[src/rtl/collatz_dispatch.sv]
// Sweep scheduler: issues base..base+RAM_WORDS-1 to NCORES Collatz cores and
// serialises their results onto the single results-RAM write port.
module collatz_dispatch #(
   parameter int NCORES        = 4,
   parameter int RAM_WORDS     = 256,
   parameter int RAM_ADDR_BITS = 8,
   parameter int N_BITS        = 32,
   parameter int C_BITS        = 16
) (
   input  logic                       clk,
   input  logic                       reset,
   input  logic                       go,
   input  logic [N_BITS-1:0]          base,
   output logic                       busy,
   output logic                       done,
   output logic [NCORES-1:0]          core_go,
   output logic [NCORES*N_BITS-1:0]   core_n,
   input  logic [NCORES-1:0]          core_done,
   input  logic [NCORES*C_BITS-1:0]   core_count,
   output logic                       we,
   output logic [RAM_ADDR_BITS-1:0]   waddr,
   output logic [C_BITS-1:0]          wdata
);

   localparam logic [1:0] S_IDLE = 2'd0;
   localparam logic [1:0] S_RUN  = 2'd1;
   localparam logic [1:0] S_FIN  = 2'd2;

   localparam logic [1:0] C_FREE = 2'd0;
   localparam logic [1:0] C_BUSY = 2'd1;
   localparam logic [1:0] C_PEND = 2'd2;

   localparam int SW = (NCORES > 1) ? $clog2(NCORES) : 1;
   localparam int IW = RAM_ADDR_BITS + 1;

   logic [1:0]               state;
   logic [N_BITS-1:0]        base_r;
   logic [IW-1:0]            idx;
   logic [1:0]               cst [NCORES];
   logic [RAM_ADDR_BITS-1:0] tag [NCORES];
   logic [C_BITS-1:0]        cnt [NCORES];
   logic [N_BITS-1:0]        n_r [NCORES];

   logic          free_any;
   logic          pend_any;
   logic          all_free;
   logic [SW-1:0] free_sel;
   logic [SW-1:0] pend_sel;
   logic          issue_left;
   logic          dispatch;

   // Descending scan so the lowest-numbered matching core wins.
   always_comb begin
      free_any = 1'b0;
      pend_any = 1'b0;
      all_free = 1'b1;
      free_sel = '0;
      pend_sel = '0;
      for (int unsigned i = NCORES; i > 0; i--) begin
         if (cst[i-1] == C_FREE) begin
            free_any = 1'b1;
            free_sel = SW'(i - 1);
         end else begin
            all_free = 1'b0;
         end
         if (cst[i-1] == C_PEND) begin
            pend_any = 1'b1;
            pend_sel = SW'(i - 1);
         end
      end
   end

   assign issue_left = (idx < IW'(RAM_WORDS));
   assign dispatch   = (state == S_RUN) && issue_left && free_any;
   assign busy       = (state == S_RUN);
   assign done       = (state == S_FIN);

   for (genvar g = 0; g < NCORES; g++) begin : g_core_n
      assign core_n[g*N_BITS +: N_BITS] = n_r[g];
   end

   always_ff @(posedge clk) begin
      if (reset) begin
         state   <= S_IDLE;
         base_r  <= '0;
         idx     <= '0;
         core_go <= '0;
         we      <= 1'b0;
         waddr   <= '0;
         wdata   <= '0;
         for (int unsigned k = 0; k < NCORES; k++) begin
            cst[k] <= C_FREE;
            tag[k] <= '0;
            cnt[k] <= '0;
            n_r[k] <= '0;
         end
      end else begin
         core_go <= '0;
         we      <= 1'b0;

         case (state)
            S_IDLE: if (go) begin
               base_r <= base;
               idx    <= '0;
               state  <= S_RUN;
            end
            // The registered write of the last result must have left before done.
            S_RUN:   if (!issue_left && all_free && !we) state <= S_FIN;
            S_FIN:   state <= S_IDLE;
            default: state <= S_IDLE;
         endcase

         for (int unsigned k = 0; k < NCORES; k++) begin
            if (cst[k] == C_BUSY && core_done[k]) begin
               cnt[k] <= core_count[k*C_BITS +: C_BITS];
               cst[k] <= C_PEND;
            end
         end

         if (pend_any) begin
            we            <= 1'b1;
            waddr         <= tag[pend_sel];
            wdata         <= cnt[pend_sel];
            cst[pend_sel] <= C_FREE;
         end

         if (dispatch) begin
            core_go[free_sel] <= 1'b1;
            n_r[free_sel]     <= base_r + N_BITS'(idx);
            tag[free_sel]     <= idx[RAM_ADDR_BITS-1:0];
            cst[free_sel]     <= C_BUSY;
            idx               <= idx + 1'b1;
         end
      end
   end

endmodule

[config.mk]
export PLATFORM = sky130hd
export DESIGN_NAME = collatz_dispatch
export DESIGN_NICKNAME = d
export VERILOG_FILES = /design/src/rtl/collatz_dispatch.sv
export SDC_FILE = /design/constraint.sdc
export NUM_CORES = 1
export LEC_CHECK = 0
export BUFFER_PORTS_ARGS = -buffer_cell sky130_fd_sc_hd__clkbuf_2
export CORE_ASPECT_RATIO = 0.8
export CORE_MARGIN = 4
export CORE_UTILIZATION = 25
export CTS_CLUSTER_SIZE = 24
export DETAILED_ROUTE_END_ITERATION = 10
export PLACE_DENSITY = 0.48
export SYNTH_ARGS = -nofsm -noshare
export SYNTH_HDL_FRONTEND = slang
export SYNTH_SLANG_ARGS = --single-unit
[constraint.sdc]
create_clock -name clk -period 5.62 [get_ports clk]
set_clock_uncertainty 0.2 [all_clocks]
set_input_delay 1.124 -clock clk [delete_from_list [all_inputs] [get_ports clk]]
set_output_delay 1.124 -clock clk [all_outputs]
set_load 0.02 [all_outputs]
Word-level counts from Yosys, hierarchy flattened
Memory sizes are Yosys's and may differ from the RTL's. A register that Yosys moved wholly into a read port is not among the register bits. Cells that the tools add are included.

Add/sub/neg operators: 2. Order comparisons: 3. Eq/ne operators: 12. Mux-type cells: 61. Bitwise operators: 9. Reduce and logical (&&, ||, !) cells: 24.

Operator list (count): $mux 16 (4); $mux 1 (34); $add 32x9->32 (1); $mux 2 (16); $mux 32 (1); $reduce_or 32->1 (1); $mux 9 (3); $eq 2x1->1 const B (5); $eq 2x2->1 const B (5); $logic_not 2->1 (5); $add 9x1->9 const B (1); $logic_and 1x1->1 (9); $lt 9x9->1 const B (1); $mux 8 (1); $or 1x1->1 (8); $reduce_or 8->1 (1); $reduce_and 2->1 (3); $pmux 2 s2 (1); $reduce_bool 2->1 (2); $lt 2x3->1 const B (1); $demux 1 s2 (1); $ge 2x1->1 const B (1); $logic_not 1->1 (2); $ne 2x1->1 const B (1); other kinds (3) (3).

Bits in registers: 48. Bits in writable memories: 232. Input port bits: 103. Output and inout port bits: 159. Logic and storage cells: 120. Memories kept: 4.

Memories: n_r (words 4, width 32, rd ports 4, clocked after memory_dff 0, wr ports 4, line 42) `logic [N_BITS-1:0] n_r [NCORES];`; cnt (words 4, width 16, rd ports 1, clocked after memory_dff 1, wr ports 4, line 41) `logic [C_BITS-1:0] cnt [NCORES];`; tag (words 4, width 8, rd ports 1, clocked after memory_dff 1, wr ports 4, line 40) `logic [RAM_ADDR_BITS-1:0] tag [NCORES];`; cst (words 4, width 2, rd ports 4, clocked after memory_dff 0, wr ports 6, line 39) `logic [1:0] cst [NCORES];`.

Longest topological paths before layout
Gate-level depths: netlist of the first run.

Depth in word-level cells: 11. Gate-level depth with buffers: 10. Mapped depth without buffers: 9.

Worst setup path after synthesis of the first run
No wires, ideal clock.

Kind: input to register. Start point: in reset. End point: mem n_r[1][0], enable pin. Setup time: 0.404 ns. Arrival time: 3.241 ns. Data required time: 5.016 ns. Setup slack: 1.774 ns. Stages: 5. Path buffers: 2. Cell sequence: buf_2 -> or3_4 -> or4_1 -> buf_2 -> nand2b_1.

RTL lines: start, declared (line 11) `input logic reset,`; end, declared (line 42).

==> impl_metrics.toml, run 1 <==
[floorplanning]
rows = 72
pin_count = 262
die_h_um = 208
core_area_um2 = 48800
initial_core_util = 0.256
chipWidth_um = 258
die-area_um2 = 53600

[clock_network]
cts_tree = "done"
clockBufferDepth = 3
h-tree-depth = 2
numCtsBuffers = 36
cts.sinks = 304
path_clk_slew_ns = 0.05
clk_latency_ns = 0.53
clockRootBuffer = "clkbuf_16"
post_cts_buffers = 0
cts-resized-gates = 0
hold_buffers = 0

[yosys]
synth_nets = 1155
async_flop_share = 0
ys_ff_latch = 304
ys_seq_area_frac = 0.667
syn_inst = 1041
synth_edf_count = 224
synth_flop_cell = "edfxtp_1"
synth.distinct_cells = 54
yosys_warnings = 0
syn_avg_cell_area_um2 = 12.0
synth_area_um2 = 12500

[worst_setup_path]
r2r_end = "n_r[2][18]"
r2r_start = "idx[0]"
critical_path_class = "primary input to flop"
crit_chain = "buf_2, or3_4, or4_2, nand2b_2"
r2r_slack_ns = 2.00
cp_num_buf_inv = 1
critPathMaxStageDelay_ns = 1.01
worstPathRequired_ns = 5.55
path_max_fanout = 41
cp-start-kind = "primary input"
end_kind = "flop"
reg2regPathDepth = 9
path_delay_family = "simple AND/OR/NAND/NOR gates"
arrival_ns = 3.63
cp_slowest_cell = "or4_2"

[sta]
period_needed_ns = 3.69
setup_viol = 0
drv_slew = 0
setup_tns_ns = 0
final_hold_viol_count = 0
worst_slack_ns = 1.93
fin_crit_sh = 0.657
tightestPinTransition_ns = 1.13
worst_slew_margin_rel = 0.246
max_freq_mhz = 271
rsz0062_at_grt = "false"

[pwr]
p_sw_frac = 0.237
powerDensity_nw_per_um2 = 335
seq_power_share = 0.488
irDropWorstVdd_mv = 0.179
leakagePower_nw = 6.27
power_frac_comb = 0.074
p_sw_mw = 1.24
power_frac_clock = 0.437
p_int_mw = 3.99

[placed_design]
place_hpwl_um = 27100
placed_area_um2 = 14500
dp_slack_ns = 1.33
port-buffer-count = 261
place.gp.congestion = 0.759

[finish]
final_nets = 1412
syn2layout_area_growth_pct = 25.2
fillers = 5031
final_util = 0.320
drive_gt1_frac = 0.262
fin_area_um2 = 15600

[global_routing]
grt_max_degree = 81
grt_pass1_vias = 8940
grt_usage = 0.138
grt_pass1_wl_um = 57200
gr-total-overflow = 0
antenna_found_initial = 3

[drt]
vias = 8666
wire_per_inst_um = 19.0
routed_wl_um = 37800
drt-initial-drc-count = 623
final_antenna_net_count = 0
viasPerCell = 4.35
drc_errors = 0
drt-pass1-iter-count = 4

[worst_hold_path]
min_from = "base_r[4]"
min_to = "base_r[4]"
holdPathStages = 2
hold_path_class = "flop to flop"

[flow_run]
maxCapViolations = 0

[outcome]
status = "finished, final reports clean"
power by group through the flow:
stage / Clock (mW) / Sequential (mW) / Combinational [mW]
after CTS: 2.35 / 2.56 / 0.401
after global routing: 2.45 / 2.57 / 0.429
after global placement: 0 / 2.60 / 0.397
final: 2.29 / 2.56 / 0.389
after detailed placement: 0 / 2.61 / 0.400
after floorplan: 0 / 2.66 / 0.154
flip-flops by register name (all words and copies together) (netlist names):
signal	count
we	1
cst	8
idx	9
cnt	64
n_r	128
base_r	32
tag	32
wdata	16
core_go	4
waddr	8
state	2
worst reg2reg max path, stage by stage (launching register included):
cell	delay (ns)
dfxtp_1	0.46
ha_1	0.22
inv_1	0.05
fa_1	0.39
nor2b_1	0.19
o2111ai_1	0.17
a21oi_1	0.92
o2111ai_1	0.22
xor2_1	0.42
nor2_1	0.09
cells in the final DEF, fill, tap and decap left out, types with 3 or more instances in the layout:
cell and instances:
a211oi_1 11, clkbuf_16 38, clkbuf_1 8, nand2_1 87, a21oi_1 59, and2_1 98, nand2b_1 8, o2111ai_1 6
xor2_1 14, dfxtp_1 80, o21ai_0 13, clkinv_2 8, o211ai_1 5, nor3_1 26, nor2b_1 8, o221ai_1 22
nand3_1 7, a21o_1 3, or2_2 3, xnor2_1 15, ha_1 10, nand3b_1 5, mux2i_1 26, nand4_1 3
and3_1 11, nor2_1 178, o21a_1 23, clkbuf_8 3, inv_1 11, buf_4 12, clkbuf_2 260, clkinv_1 5
nand2b_2 4, edfxtp_1 224
synthesized netlist by cell type, drive strengths merged (2+ instances only):
library cell	count	area share
a31o	2	0.0014
nand4	3	0.0015
nor3	27	0.011
or3	2	0.0018
a21boi	2	0.0012
and4	2	0.0016
xor2	14	0.0098
or2	4	0.0020
xnor2	15	0.011
inv	11	0.0033
nor2b	8	0.0040
nor2	179	0.054
ha	10	0.010
nand2b	13	0.0071
dfxtp	80	0.13
a21oi	59	0.024
nand2	88	0.027
nand3	7	0.0028
buf	11	0.0076
a211oi	11	0.0066
a21o	3	0.0018
edfxtp	224	0.54
o21ai	14	0.0065
o211ai	6	0.0040
and2	98	0.049
o2111ai	6	0.0042
clkbuf	43	0.013
and3	11	0.0055
o21a	23	0.014
o21bai	2	0.0012
mux2i	26	0.021
o221ai	22	0.015
nand3b	5	0.0030
kinds of logic (layout without fill, tap and decap cells):
group	count (synthesis)	count (layout)	share of synthesized area
AND/OR/NAND/NOR	453	453	0.175
other	0	1	0
AO/OA/AOI/OAI	152	152	0.0809
XOR/XNOR	29	29	0.0203
buffers and inverters	66	351	0.0243
flip-flops	304	304	0.667
multiplexers	26	26	0.0208
adder cells (fa/ha/maj)	11	11	0.0116
how the worst max path moves through the flow:
stage | slack [ns] | endpoint | cells after the start | from
global route | 1.70 | n_r[2][18] | 9 | idx[0]
CTS | 1.88 | tag[1][5] | 4 | reset
detailed placement | 1.33 | n_r[1][7] | 4 | reset
finish | 1.93 | n_r[1][5] | 4 | reset
global placement | 1.37 | n_r[1][7] | 4 | reset
floorplan | 1.77 | n_r[1][0] | 5 | reset
metal layers:
metal / GRT usage / part of all wire
met5: 0 / 0.00071
met4: 0.0314 / 0.016
met3: 0.0310 / 0.050
met2: 0.216 / 0.46
met1: 0.197 / 0.48
through the flow:
stage,hold slack [ns],std cells,total power [mW]
floorplan,0.241,1041,2.81
global placement,0.248,1926,3.00
detailed placement,0.254,1926,3.01
CTS,0.263,1992,5.31
global route,0.279,1993,5.45
finish,0.261,1993,5.24
final cells by class:
cell class | count | area [µm²] | area share
diodes | 1 | 2.50 | 0.000160
clock buffers | 49 | 1020 | 0.0654
clock inverters | 17 | 139 | 0.00888
inverters | 12 | 46.3 | 0.00296
multi-input cells | 671 | 3870 | 0.247
flip-flops and latches | 304 | 8330 | 0.533
well taps | 666 | 833 | 0.0533
repair buffers | 273 | 1400 | 0.0893
Note: power is estimated with default switching activity, not from simulation.
==> inputs of run 2 (changes only) <==
ABC_AREA = 1   (was unset)
PLACE_DENSITY = 0.49   (was 0.48)
clock period = 3.3 ns   (was 5.62 ns; I/O delays follow)
==> run 2 against run 1 <==
  * Critical path depth is 7 higher
  * Sequential share of layout area fell by 3.8 points
  * Sequential power up 73%
  * Count of clock-buffer cells in the layout shrank 6
  * First-iteration DRC count increased by 30%
  * Largest cell class unchanged
  * Total power grew 79%
  * Critical path type is now flop to flop
  * Largest power group unchanged
  * Routed wire length rose by 9.2%
  * Combinational power rose to 2.5 times the previous value
  * Clock power up 72%
  * Global-route usage grew 0.19 points
  * Critical endpoint is now n_r[0][28]
==> impl_metrics.toml, run 2 <==
[outcome]
status = "finished, final reports clean"

[placed_design]
place_hpwl_um = 30300
dp.cells = 2352
dp_slack_ns = 0.690
port-buffer-count = 261
placed_area_um2 = 15700
place.gp.congestion = 0.872

[clock_network]
post_cts_buffers = 0
cts-resized-gates = 0
cts.sinks = 304
cts_tree = "done"
path_clk_slew_ns = 0.06
clockRootBuffer = "clkbuf_16"
hold_buffers = 0
numCtsBuffers = 36
h-tree-depth = 2
clockBufferDepth = 3
clk_latency_ns = 0.55

[finish]
final_common_cell = "nor2_1"
regMostFlops = "n_r"
syn2layout_area_growth_pct = 24.1
final_cells = 2417
fin_area_um2 = 16800
layout_common_cells = "nor2_1, clkbuf_2, inv_1"
drive_gt1_frac = 0.234
top_regs = "n_r x128, cnt x64"
final_nets = 1802
largest_reg_flops = 128

[worst_hold_path]
min_from = "base[10]"
hold_path_class = "primary input to flop"
holdPathStages = 3
min_to = "base_r[10]"

[worst_setup_path]
end_kind = "flop"
r2r_end = "n_r[0][28]"
path_delay_family = "simple AND/OR/NAND/NOR gates"
r2r_slack_ns = 0.67
worstPathRequired_ns = 3.37
arrival_ns = 2.70
crit_top_cell = "nand3_1"
cp-start-kind = "flop"
path_max_fanout = 6
cp_num_buf_inv = 2
r2r_start = "idx[0]"
critical_path_class = "flop to flop"
reg2regPathDepth = 11
crit_chain = "ha_1, inv_1, fa_1, inv_1, nand3_1, nand2_1, nand3_1, nand3_1, nand3_1, nand3_4, nor2_2"
cp_slowest_cell = "dfxtp_1"
critPathMaxStageDelay_ns = 0.42

[sta]
tightestPinTransition_ns = 0.814
final_hold_viol_count = 0
whs_ns = 0.178
setup_tns_ns = 0
max_freq_mhz = 380
worst_slew_margin_rel = 0.456
worst_slack_ns = 0.668
drv_slew = 0
setup_viol = 0
rsz0062_at_grt = "false"
period_needed_ns = 2.63
fin_crit_sh = 0.797

[drt]
routed_wl_um = 41300
drc_errors = 0
viasPerCell = 4.34
drt-pass1-iter-count = 5
top_layer = "met5"
wl_met1_um = 19800
wire_per_inst_um = 17.1
vias = 10500
final_antenna_net_count = 0
dr_wl_met3_um = 3050
wl_met2_um = 17400
drt-initial-drc-count = 813

[floorplanning]
core_area_um2 = 53700
initial_core_util = 0.252
pin_count = 262
chipWidth_um = 268
rows = 76
die-area_um2 = 58100
die_h_um = 216

[yosys]
yosysMostFrequentCell = "nor2_1"
yosys_warnings = 0
yosysTopAreaCellShare = 0.496
synth.distinct_cells = 44
ys_ff_latch = 304
synth_edf_count = 224
ys_top_cells_by_area = "edfxtp_1, dfxtp_1, nor2_1"
syn_inst = 1416
synth_area_um2 = 13600
async_flop_share = 0
ys_seq_area_frac = 0.614
synth_common_cells = "nor2_1, inv_1, edfxtp_1"
synth_flop_cell = "edfxtp_1"
yosys.area.top_type = "edfxtp_1"
synth_nets = 1530
syn_avg_cell_area_um2 = 9.58

[pwr]
powerDensity_nw_per_um2 = 557
irDropWorstVdd_mv = 0.283
leakagePower_nw = 7.43

[global_routing]
grt_pass1_wl_um = 62200
grt_pass1_vias = 10300
grt_usage = 0.140
gr-total-overflow = 0
antenna_found_initial = 7
grt_max_degree = 55

[flow_run]
maxCapViolations = 0
-- run 2: how the worst max path moves through the flow --
stage,start,depth (start not counted),slack [ns],to
3_5_place_dp,idx[0],11,0.69,n_r[0][28]
5_1_grt,idx[0],13,0.47,n_r[0][22]
2_1_floorplan,reset,7,0.46,n_r[1][0]
4_1_cts,idx[0],11,0.68,n_r[0][28]
3_3_place_gp,idx[0],11,0.76,n_r[0][28]
6_report,idx[0],11,0.67,n_r[0][28]
-- run 2: stage by stage --
stage           util  total power [mW]
3_5_place_dp   0.292              5.53
4_1_cts        0.313              9.51
5_1_grt        0.313              9.78
3_3_place_gp   0.292              5.53
2_1_floorplan      -              5.11
6_report       0.313              9.37
-- run 2: where the power goes --
| group | internal (mW) | switching (mW) |
|---|---|---|
| Clock | 2.27 | 1.67 |
| Combinational | 0.289 | 0.701 |
| Sequential | 4.33 | 0.117 |
-- run 2: per-layer routing --
| metal | track usage | up-vias |
|---|---|---|
| li1 | - | 5141 |
| met1 | 0.206 | 4962 |
| met2 | 0.202 | 299 |
| met3 | 0.0361 | 70 |
| met4 | 0.0423 | 12 |
| met5 | 0 | - |
-- run 2: worst register-to-register path: cells and delay by family, from the launching register on --
family	cells	cell delay, ns
buf+inv	2	0.16
simple gates	7	0.98
fa+ha+maj	2	0.61
flops	1	0.42
-- run 2: cell families (layout without fill, tap and decap cells) --
logic type / Yosys count / after routing / synth area share
other: 0 / 1 / 0
AND/OR/NAND/NOR: 621 / 621 / 0.210
AO/OA/AOI/OAI: 174 / 174 / 0.0700
buffers and inverters: 302 / 600 / 0.0923
XOR/XNOR: 4 / 4 / 0.00258
adder cells (fa/ha/maj): 11 / 11 / 0.0107
flip-flops: 304 / 304 / 0.614
-- run 2: cell type report --
| class | count | area, µm² |
|---|---|---|
| Clock inverter | 21 | 226 |
| Multi-Input combinational cell | 810 | 4000 |
| Tap cell | 702 | 878 |
| Clock buffer | 43 | 927 |
| Fill cell | 5637 | 36900 |
| Timing Repair Buffer | 288 | 1550 |
| Sequential cell | 304 | 8330 |
| Antenna cell | 1 | 2.50 |
| Inverter | 248 | 931 |
==> inputs of run 3 (changes only) <==
clock period = 2.3 ns   (was 3.3 ns; I/O delays follow)
==> run 3 against run 2 <==
  * Clock power increased by 47%
  * Non-clock buffer count increased by 102
  * Largest power group unchanged
  * Total power increased by 47%
  * Combinational power rose by 61%
  * Via count up 2.6%
  * Critical endpoint is now n_r[0][10]
  * Count of clock-buffer cells in the layout increased by 7
==> impl_metrics.toml, run 3 (synthesized netlist as in run 2, its figures left out) <==
[outcome]
status = "finished, final reports clean"

[worst_hold_path]
min_to = "cnt[0][8]"
holdPathStages = 3
hold_path_class = "primary input to flop"
min_from = "core_count[8]"

[placed_design]
placed_area_um2 = 16100
place.gp.congestion = 0.880
dp.cells = 2399
dp_slack_ns = -0.179
port-buffer-count = 261
place_hpwl_um = 31000

[drt]
drc_errors = 0
vias = 10800
viasPerCell = 4.27
final_antenna_net_count = 0
drt-initial-drc-count = 708
wire_per_inst_um = 16.5
routed_wl_um = 41700
drt-pass1-iter-count = 5

[clock_network]
clk_latency_ns = 0.55
clockBufferDepth = 3
path_clk_slew_ns = 0.06
cts_tree = "done"
clockRootBuffer = "clkbuf_16"
cts.sinks = 304
numCtsBuffers = 36
post_cts_buffers = 0
h-tree-depth = 2

[sta]
fin_crit_sh = 0.963
max_freq_mhz = 452
rsz0062_at_grt = "true"
period_needed_ns = 2.21
setup_tns_ns = 0
final_hold_viol_count = 0
worst_slack_ns = 0.0852
drv_slew = 0
whs_ns = 0.0241
setup_viol = 0
worst_slew_margin_rel = 0.583
tightestPinTransition_ns = 0.624

[global_routing]
grt_max_degree = 56
antenna_found_initial = 7
grt_pass1_wl_um = 63400
grt_usage = 0.142
grt_pass1_vias = 10700
gr-total-overflow = 0

[worst_setup_path]
r2r_start = "base_r[5]"
reg2regPathDepth = 11
critical_path_class = "flop to flop"
end_kind = "flop"
path_max_fanout = 6
worstPathRequired_ns = 2.38
cp-start-kind = "flop"
arrival_ns = 2.29
r2r_end = "n_r[0][10]"
r2r_slack_ns = 0.09

[floorplanning]
rows = 76
die_h_um = 216
die-area_um2 = 58100
chipWidth_um = 268
core_area_um2 = 53700
initial_core_util = 0.252
pin_count = 262

[finish]
fillers = 5540
fin_area_um2 = 18100
final_common_cell = "nor2_1"
drive_gt1_frac = 0.272
final_nets = 1904
syn2layout_area_growth_pct = 33.1
regMostFlops = "n_r"
largest_reg_flops = 128
final_cells = 2522
top_regs = "n_r x128, cnt x64"
layout_common_cells = "nor2_1, clkbuf_2, inv_1"

[pwr]
power_frac_comb = 0.115
irDropWorstVdd_mv = 0.427
seq_power_share = 0.464
powerDensity_nw_per_um2 = 761
p_sw_mw = 3.52
p_int_mw = 10.2
p_sw_frac = 0.256
leakagePower_nw = 7.96
power_frac_clock = 0.421

[flow_run]
maxCapViolations = 0
## run 3: changes by cell type in the layout (fill, tap and decap cells not counted), sizes merged
cell / before / now
dlygate4sd3: 0 / 55
bufinv: 3 / 4
clkinvlp: 2 / 0
inv: 250 / 251
buf: 27 / 74
clkbuf: 304 / 311
clkinv: 14 / 9
diode: 1 / 2
## run 3: worst max-delay path by stage
stage / from / end / slack (ns) / cells after the start
floorplan: reset / n_r[0][0] / 0.03 / 5
global placement: base_r[0] / n_r[3][28] / -0.16 / 11
detailed placement: base_r[0] / n_r[3][28] / -0.18 / 11
CTS: base_r[0] / n_r[0][30] / 0.04 / 13
global route: base_r[0] / n_r[0][30] / -0.01 / 12
finish: base_r[5] / n_r[0][10] / 0.09 / 11
## run 3: area by class of cell
| cell class | instances | area (µm²) | share of cell area |
|---|---|---|---|
| Clock buffer | 50 | 983 | 0.0545 |
| Sequential cell | 304 | 8330 | 0.461 |
| Antenna cell | 2 | 5.00 | 0.000277 |
| Multi-Input combinational cell | 810 | 4190 | 0.232 |
| Clock inverter | 16 | 214 | 0.0119 |
| Tap cell | 702 | 878 | 0.0487 |
| Timing Repair Buffer | 390 | 2520 | 0.140 |
| Inverter | 248 | 931 | 0.0516 |
## run 3: timing repair
item	in CTS	in global routing
resized for setup	13	41
hold buffers	55	0
pin swaps	1	8
endpoints found under the hold margin	55	0
gates cloned	0	0
setup endpoints to repair	35	104
## run 3: critical path: stages (launching register included)
cell     delay (ns)
dfxtp_1        0.31
ha_1           0.34
nand2_1        0.16
inv_1          0.09
nand2_1        0.07
nand2_1        0.06
nand2_1        0.07
nand3_1        0.06
buf_4          0.18
or2_1          0.26
nand3_4        0.10
nor2_1         0.04
## run 3: stage by stage
stage               utilization  power (mW)
finish                    0.336        13.7
global route              0.336        14.3
CTS                       0.333        13.9
global placement          0.300        8.00
detailed placement        0.300        8.01
floorplan                     -        7.33
## run 3: power by group through the flow
| stage | logic, mW | registers (mW) | clock network [mW] |
|---|---|---|---|
| detailed placement | 1.52 | 6.49 | 0 |
| finish | 1.59 | 6.38 | 5.78 |
| floorplan | 0.676 | 6.66 | 0 |
| global placement | 1.52 | 6.48 | 0 |
| CTS | 1.61 | 6.38 | 5.97 |
| global route | 1.75 | 6.41 | 6.17 |
## run 3: routing by layer
layer	wire length (µm)	GRT usage	vias to the layer above
met4	936	0.0387	10
met5	72	0	-
met3	2580	0.0341	65
met1	20100	0.207	5084
li1	-	-	5355
met2	17900	0.212	244
